[src/rtl/sprite_line_fetcher.sv]
// Fetches one sprite row from a synchronous ROM into a line buffer during
// horizontal blanking, then serves registered palette indices during active video.
module sprite_line_fetcher #(
  parameter int          SPR_W           = 100,
  parameter int          SPR_H           = 100,
  parameter int          ADDR_W          = 14,
  parameter logic [3:0]  TRANSPARENT_IDX = 4'h0
) (
  input  logic              Clk,
  input  logic              Reset_n,
  input  logic              line_start,
  input  logic [9:0]        line_y,
  input  logic [9:0]        DrawX,
  input  logic [9:0]        sprite_x,
  input  logic [9:0]        sprite_y,
  output logic [ADDR_W-1:0] rom_addr,
  input  logic [3:0]        rom_data,
  output logic [3:0]        pixel_index,
  output logic              pixel_opaque,
  output logic              busy
);

  localparam int COL_W = (SPR_W > 1) ? $clog2(SPR_W) : 1;

  typedef enum logic [1:0] {IDLE, FETCH, LAST} state_t;

  state_t              r_state, w_state_nxt;
  logic [COL_W-1:0]    r_col, w_col_nxt;
  logic [ADDR_W-1:0]   r_addr, w_addr_nxt;
  logic                r_busy, w_busy_nxt;
  logic                r_row_hit, w_row_hit_nxt;
  logic [9:0]          r_sx, w_sx_nxt;
  logic [3:0]          r_pix_idx;
  logic                r_pix_opq;
  logic [3:0]          r_buf [SPR_W];

  logic                w_wr_en;
  logic [COL_W-1:0]    w_wr_idx;
  logic signed [10:0]  w_dy;
  logic signed [10:0]  w_off;
  logic                w_dy_hit;
  logic                w_off_hit;
  logic [ADDR_W-1:0]   w_base;
  logic [3:0]          w_buf_rd;

  // Both differences are taken as 11-bit signed so rows/columns left of or
  // above the sprite come out negative and are rejected by the sign bit.
  assign w_dy      = $signed({1'b0, line_y}) - $signed({1'b0, sprite_y});
  assign w_dy_hit  = !w_dy[10] && (w_dy[9:0] < 10'(SPR_H));
  assign w_base    = ADDR_W'(w_dy[9:0]) * ADDR_W'(SPR_W);

  assign w_off     = $signed({1'b0, DrawX}) - $signed({1'b0, r_sx});
  assign w_off_hit = !w_off[10] && (w_off[9:0] < 10'(SPR_W));
  assign w_buf_rd  = r_buf[w_off[COL_W-1:0]];

  always_ff @(posedge Clk or negedge Reset_n) begin
    if (!Reset_n) begin
      r_state   <= IDLE;
      r_col     <= '0;
      r_addr    <= '0;
      r_busy    <= 1'b0;
      r_row_hit <= 1'b0;
      r_sx      <= '0;
    end else begin
      r_state   <= w_state_nxt;
      r_col     <= w_col_nxt;
      r_addr    <= w_addr_nxt;
      r_busy    <= w_busy_nxt;
      r_row_hit <= w_row_hit_nxt;
      r_sx      <= w_sx_nxt;
    end
  end

  // ROM data lags the address by one cycle, so each FETCH cycle stores the
  // word for the previous column; LAST stores the final column.
  always_comb begin
    w_state_nxt   = r_state;
    w_col_nxt     = r_col;
    w_addr_nxt    = r_addr;
    w_busy_nxt    = r_busy;
    w_row_hit_nxt = r_row_hit;
    w_sx_nxt      = r_sx;
    w_wr_en       = 1'b0;
    w_wr_idx      = r_col - COL_W'(1);
    if (line_start) begin
      w_sx_nxt      = sprite_x;
      w_row_hit_nxt = 1'b0;
      if (w_dy_hit) begin
        w_state_nxt = FETCH;
        w_col_nxt   = '0;
        w_addr_nxt  = w_base;
        w_busy_nxt  = 1'b1;
      end else begin
        w_state_nxt = IDLE;
        w_busy_nxt  = 1'b0;
      end
    end else begin
      case (r_state)
        FETCH: begin
          w_wr_en = (r_col != '0);
          if (r_col == COL_W'(SPR_W - 1)) begin
            w_state_nxt = LAST;
          end else begin
            w_addr_nxt = r_addr + ADDR_W'(1);
            w_col_nxt  = r_col + COL_W'(1);
          end
        end
        LAST: begin
          w_wr_en       = 1'b1;
          w_wr_idx      = COL_W'(SPR_W - 1);
          w_row_hit_nxt = 1'b1;
          w_busy_nxt    = 1'b0;
          w_state_nxt   = IDLE;
        end
        default: begin
          w_state_nxt = IDLE;
        end
      endcase
    end
  end

  always_ff @(posedge Clk) begin
    if (w_wr_en) begin
      r_buf[w_wr_idx] <= rom_data;
    end
  end

  always_ff @(posedge Clk or negedge Reset_n) begin
    if (!Reset_n) begin
      r_pix_idx <= TRANSPARENT_IDX;
      r_pix_opq <= 1'b0;
    end else if (r_row_hit && !r_busy && w_off_hit) begin
      r_pix_idx <= w_buf_rd;
      r_pix_opq <= (w_buf_rd != TRANSPARENT_IDX);
    end else begin
      r_pix_idx <= TRANSPARENT_IDX;
      r_pix_opq <= 1'b0;
    end
  end

  assign rom_addr     = r_addr;
  assign busy         = r_busy;
  assign pixel_index  = r_pix_idx;
  assign pixel_opaque = r_pix_opq;

endmodule

[config.mk]
export PLATFORM = sky130hd
export DESIGN_NAME = sprite_line_fetcher
export DESIGN_NICKNAME = d
export VERILOG_FILES = /design/src/rtl/sprite_line_fetcher.sv
export SDC_FILE = /design/constraint.sdc
export NUM_CORES = 1
export LEC_CHECK = 0
export CAP_MARGIN = 20
export CELL_PAD_IN_SITES_DETAIL_PLACEMENT = 0
export CELL_PAD_IN_SITES_GLOBAL_PLACEMENT = 1
export CORE_MARGIN = 2
export CORE_UTILIZATION = 53
export CTS_CLUSTER_DIAMETER = 60
export DETAILED_ROUTE_END_ITERATION = 12
export GPL_TIMING_DRIVEN = 0
export PLACE_DENSITY = 0.85
export REMOVE_ABC_BUFFERS = 1
export SETUP_SLACK_MARGIN = 0.15
export SYNTH_ARGS = -nofsm -noshare
export SYNTH_HDL_FRONTEND = slang
export SYNTH_SLANG_ARGS = --single-unit
[constraint.sdc]
create_clock -name Clk -period 3.51 [get_ports Clk]
set_input_delay 0.5265 -clock Clk [delete_from_list [all_inputs] [get_ports Clk]]
set_output_delay 0.5265 -clock Clk [all_outputs]
set_load 0.05 [all_outputs]
==> flow_results.xml <==
<?xml version="1.0" encoding="UTF-8"?>
<metrics>
  <group name="logic_synthesis">
    <metric name="synthTopCellsByCount" unit="">400 x sky130_fd_sc_hd__edfxtp_1, 144 x sky130_fd_sc_hd__nor2_1, 100 x sky130_fd_sc_hd__mux4_2, 59 x sky130_fd_sc_hd__nand2_1, 57 x sky130_fd_sc_hd__inv_1</metric>
    <metric name="post_synth_instance_area" unit="mm²">0.0196</metric>
    <metric name="synthMostInstantiatedCell" unit="">sky130_fd_sc_hd__edfxtp_1</metric>
    <metric name="synth_enable_flop_cells" unit="">400</metric>
    <metric name="synthesis.instances" unit="">1219</metric>
    <metric name="yosys-top-cells-area" unit="">sky130_fd_sc_hd__edfxtp_1 61%, sky130_fd_sc_hd__mux4_2 11%, sky130_fd_sc_hd__dfrtp_1 5.1%</metric>
    <metric name="synth_top_area_cell" unit="">sky130_fd_sc_hd__edfxtp_1</metric>
    <metric name="ys_dominant_reg_cell" unit="">sky130_fd_sc_hd__edfxtp_1</metric>
    <metric name="mean_instance_size_in_the_synthesized_netlist" unit="µm²">16.1</metric>
    <metric name="post-synth-top-area-fraction" unit="">0.612</metric>
    <metric name="yosysWarnings" unit="">0</metric>
    <metric name="ys_ff_latch" unit="">440</metric>
    <metric name="postSynth.asyncResetShare" unit="">0.0909</metric>
    <metric name="distinct_cell_type_count_of_the_synthesized_netlist" unit="">67</metric>
    <metric name="synth.yosys.seq_area_share" unit="">0.663</metric>
  </group>
  <group name="sta">
    <metric name="clock-skew-final" unit="ns">0.0377</metric>
    <metric name="grt_setup_unrepaired" unit="">true</metric>
    <metric name="final-hold-violation-count" unit="">0</metric>
    <metric name="finalMaxSlewViolations" unit="">0</metric>
    <metric name="finalSetupViolCount" unit="">4</metric>
    <metric name="min_period_over_period" unit="">1.09</metric>
    <metric name="fin_worst_hold_slack" unit="ns">0.455</metric>
    <metric name="worst_slew_pin_slew" unit="ns">1.13</metric>
    <metric name="fin_setup_tns" unit="ns">-0.817</metric>
    <metric name="post-route-min-period" unit="ns">3.82</metric>
    <metric name="max_slew_margin" unit="">0.243</metric>
    <metric name="worst_slack" unit="ns">-0.310</metric>
    <metric name="peak_freq" unit="MHz">262</metric>
  </group>
  <group name="floorplanning">
    <metric name="floorplan.initialDensity" unit="">0.537</metric>
    <metric name="core_ar" unit="mm²">0.0365</metric>
    <metric name="die_w" unit="µm">196</metric>
    <metric name="num_rows" unit="">70</metric>
    <metric name="fp.dieH" unit="µm">196</metric>
    <metric name="ioPinCount" unit="">67</metric>
    <metric name="die_footprint" unit="mm²">0.0386</metric>
  </group>
  <group name="clock_network">
    <metric name="cts_tree" unit="">yes</metric>
    <metric name="cts-root-buf" unit="">sky130_fd_sc_hd__clkbuf_16</metric>
    <metric name="cts.path.max_buffers" unit="">3</metric>
    <metric name="cts.sinks" unit="">440</metric>
    <metric name="cts_made_buffers" unit="">43</metric>
    <metric name="ctsHtreeMaxLevel" unit="">2</metric>
    <metric name="insertion_delay" unit="ns">0.56</metric>
    <metric name="clkTransAtPathRegs" unit="ns">0.06</metric>
  </group>
  <group name="critical_path">
    <metric name="timing_worst_setup_path_type" unit="">primary input to flip-flop</metric>
    <metric name="required" unit="ns">3.98</metric>
    <metric name="r2r_end" unit="">pixel_opaque$_DFF_PN0_</metric>
    <metric name="worstReg2RegStart" unit="">r_sx[0]$_DFFE_PN0P_</metric>
    <metric name="critPathArrivalTime" unit="ns">4.29</metric>
    <metric name="reg2regPathDepth" unit="">13</metric>
    <metric name="maximum_net_fanout_on_the_critical_path" unit="">3</metric>
    <metric name="r2r_setup_slack" unit="ns">0.10</metric>
    <metric name="worstSetupStartpointType" unit="">primary input</metric>
    <metric name="timing.critical_path.to" unit="">rom_addr[13]$_DFFE_PN0P_</metric>
    <metric name="worst_setup_path_startpoint" unit="">line_y[1]</metric>
    <metric name="worstSetupEndpointType" unit="">flip-flop</metric>
  </group>
  <group name="outcome">
    <metric name="status" unit="">finished with violations</metric>
    <metric name="failed_checks" unit="">setup timing</metric>
  </group>
  <group name="worst_hold_path">
    <metric name="path_category_of_the_worst_min_delay_check" unit="">primary input to async pin</metric>
  </group>
  <group name="pwr">
    <metric name="power.switching" unit="mW">4.46</metric>
    <metric name="share_seq_of_total_power" unit="">0.385</metric>
    <metric name="total_leakage_power" unit="nW">8.09</metric>
    <metric name="cellInternalPower" unit="mW">10.7</metric>
    <metric name="powerDensity" unit="mW/mm²">640</metric>
    <metric name="comb_power_share" unit="">0.304</metric>
    <metric name="clockPowerShare" unit="">0.311</metric>
    <metric name="swShare" unit="">0.295</metric>
    <metric name="vdd_drop_max" unit="V">0.000378</metric>
  </group>
  <group name="final_layout">
    <metric name="area.sequential" unit="mm²">0.0130</metric>
    <metric name="number_of_nets_at_the_end_of_the_flow" unit="">1451</metric>
    <metric name="area_delta_synth_final" unit="%">20.5</metric>
    <metric name="share_of_cells_above_drive_strength_1" unit="">0.263</metric>
    <metric name="filler_cell_count" unit="">2425</metric>
    <metric name="multi_input_comb_area" unit="mm²">0.00678</metric>
    <metric name="diodes" unit="">0</metric>
  </group>
  <group name="routing">
    <metric name="detailroute.via_count" unit="">11300</metric>
    <metric name="route.detailed.drc" unit="">0</metric>
    <metric name="ant_nets" unit="">0</metric>
    <metric name="route.detailed.wl_per_inst" unit="µm">24.7</metric>
    <metric name="drt-vias-per-instance" unit="">6.14</metric>
    <metric name="detailedRoute.firstPassIterationCount" unit="">5</metric>
    <metric name="detail_route.iter0.violations" unit="">1225</metric>
    <metric name="detail_route.wirelength" unit="µm">45600</metric>
  </group>
  <group name="global_route">
    <metric name="grt_start_max_net_pins" unit="">101</metric>
    <metric name="globalRouteOverflowTotal" unit="">0</metric>
    <metric name="grt_pass1_wl" unit="µm">69600</metric>
    <metric name="first_global_vias" unit="">11500</metric>
    <metric name="antenna_found_initial" unit="">0</metric>
    <metric name="global_route.usage.total" unit="">0.241</metric>
  </group>
  <group name="placement">
    <metric name="dpl_worst_slack" unit="ns">-1.75</metric>
    <metric name="place_congestion" unit="">0.755</metric>
    <metric name="portBuffers" unit="">66</metric>
    <metric name="dp_hpwl" unit="µm">25300</metric>
  </group>
  <group name="job">
    <metric name="max-cap-violations" unit="">0</metric>
  </group>
</metrics>
==> layer usage <==
layer	routed length, µm	vias up	GRT usage	share of wire
met5	0	-	0	0
met1	18900	5676	0.340	0.41
met2	21800	534	0.391	0.48
met4	1480	0	0.0766	0.032
li1	-	4989	-	-
met3	3380	114	0.0392	0.074
==> cell usage in the layout, fill, tap and decap left out, types with 8 or more instances in the layout <==
master,synthesis,routed
sky130_fd_sc_hd__a21oi_1,17,13
sky130_fd_sc_hd__nor3_1,15,12
sky130_fd_sc_hd__edfxtp_1,400,400
sky130_fd_sc_hd__mux2i_2,0,8
sky130_fd_sc_hd__clkdlybuf4s50_1,0,48
sky130_fd_sc_hd__mux2i_1,37,29
sky130_fd_sc_hd__ha_1,52,39
sky130_fd_sc_hd__a211oi_1,19,18
sky130_fd_sc_hd__clkinv_1,0,9
sky130_fd_sc_hd__buf_16,0,12
sky130_fd_sc_hd__and3_1,13,9
sky130_fd_sc_hd__inv_2,0,13
sky130_fd_sc_hd__nand3_1,31,29
sky130_fd_sc_hd__nand2_1,59,54
sky130_fd_sc_hd__nor2b_1,12,11
sky130_fd_sc_hd__nand4_1,10,10
sky130_fd_sc_hd__inv_1,57,42
sky130_fd_sc_hd__xor2_1,12,9
sky130_fd_sc_hd__nor2_1,144,132
sky130_fd_sc_hd__o21ai_0,27,23
sky130_fd_sc_hd__buf_12,0,8
sky130_fd_sc_hd__nor2_2,1,10
sky130_fd_sc_hd__clkbuf_16,0,44
sky130_fd_sc_hd__dfrtp_1,40,40
sky130_fd_sc_hd__buf_4,9,37
sky130_fd_sc_hd__mux4_2,100,100
sky130_fd_sc_hd__buf_6,2,8
sky130_fd_sc_hd__ha_4,0,12
sky130_fd_sc_hd__xnor2_1,16,12
==> how the worst min path moves through the flow <==
| stage | startpoint | end | cells past startpoint |
|---|---|---|---|
| 3_3_place_gp | r_row_hit$_DFFE_PN0P_ | r_row_hit$_DFFE_PN0P_ | 2 |
| 2_1_floorplan | Reset_n | busy$_DFFE_PN0P_ | 0 |
| 4_1_cts | Reset_n | pixel_index[1]$_DFF_PN0_ | 2 |
| 5_1_grt | Reset_n | pixel_index[1]$_DFF_PN0_ | 2 |
| 3_5_place_dp | r_row_hit$_DFFE_PN0P_ | r_row_hit$_DFFE_PN0P_ | 2 |
| 6_report | Reset_n | pixel_index[1]$_DFF_PN0_ | 2 |
==> logic make-up after synthesis <==
kind of cell | count (synthesis) | synth area share
DFF | 440 | 0.663
and+or+nand+nor | 313 | 0.0729
muxes | 145 | 0.138
AOI/OAI and AO/OA | 116 | 0.0420
buffers and inverters | 111 | 0.0250
adders and majority gates | 59 | 0.0403
xor gates and xnor gates | 35 | 0.0186
==> timing repair <==
action,4_1_cts,5_1_grt
hold endpoints to repair,17,0
hold buffers,1,0
resized for setup,115,46
setup buffers,33,14
pin swaps,50,40
endpoints found under the setup margin,424,161
cloned,8,1
==> critical path, cell delays in order <==
cell                              delay [ns]
sky130_fd_sc_hd__clkdlybuf4s15_2        0.23
sky130_fd_sc_hd__fa_2                   0.44
sky130_fd_sc_hd__a211oi_2               0.24
sky130_fd_sc_hd__nor2_1                 0.08
sky130_fd_sc_hd__o21a_1                 0.20
sky130_fd_sc_hd__nor2_2                 0.12
sky130_fd_sc_hd__xnor2_2                0.17
sky130_fd_sc_hd__ha_1                   0.29
sky130_fd_sc_hd__ha_1                   0.29
sky130_fd_sc_hd__inv_2                  0.04
sky130_fd_sc_hd__fa_1                   0.56
sky130_fd_sc_hd__inv_2                  0.05
sky130_fd_sc_hd__ha_4                   0.17
sky130_fd_sc_hd__o41ai_4                0.34
sky130_fd_sc_hd__xnor3_1                0.27
sky130_fd_sc_hd__o32ai_2                0.10
sky130_fd_sc_hd__o31a_1                 0.16
==> state kept, by name (all words and copies together) (netlist names) <==
name          count
r_col             7
r_buf           400
pixel_opaque      1
r_state           2
busy              1
rom_addr         14
pixel_index       4
r_sx             10
r_row_hit         1
==> power groups by stage <==
stage	Combinational (mW)	Clock, mW	Sequential (mW)
finish	4.59	4.71	5.83
global route	4.92	4.95	5.84
CTS	4.15	4.73	5.83
detailed placement	3.34	0	5.94
global placement	3.37	0	5.96
floorplan	2.34	0	6.00
==> final cells by class <==
| type | count | share of cell area |
|---|---|---|
| clock buffers | 49 | 0.0465 |
| clock inverters | 27 | 0.0135 |
| inverters | 57 | 0.00932 |
| multi-input cells | 669 | 0.287 |
| flip-flops and latches | 440 | 0.550 |
| well taps | 468 | 0.0248 |
| repair buffers | 134 | 0.0688 |
==> metrics by stage <==
stage	total power [mW]	cells	util	cell area, µm²
finish	15.1	1844	0.647	23600
global route	15.7	1844	0.647	23600
floorplan	8.35	1165	-	19300
global placement	9.33	1699	0.564	20600
detailed placement	9.28	1711	0.572	20900
CTS	14.7	1829	0.638	23300
No activity file was read; power rests on OpenSTA's default activity.
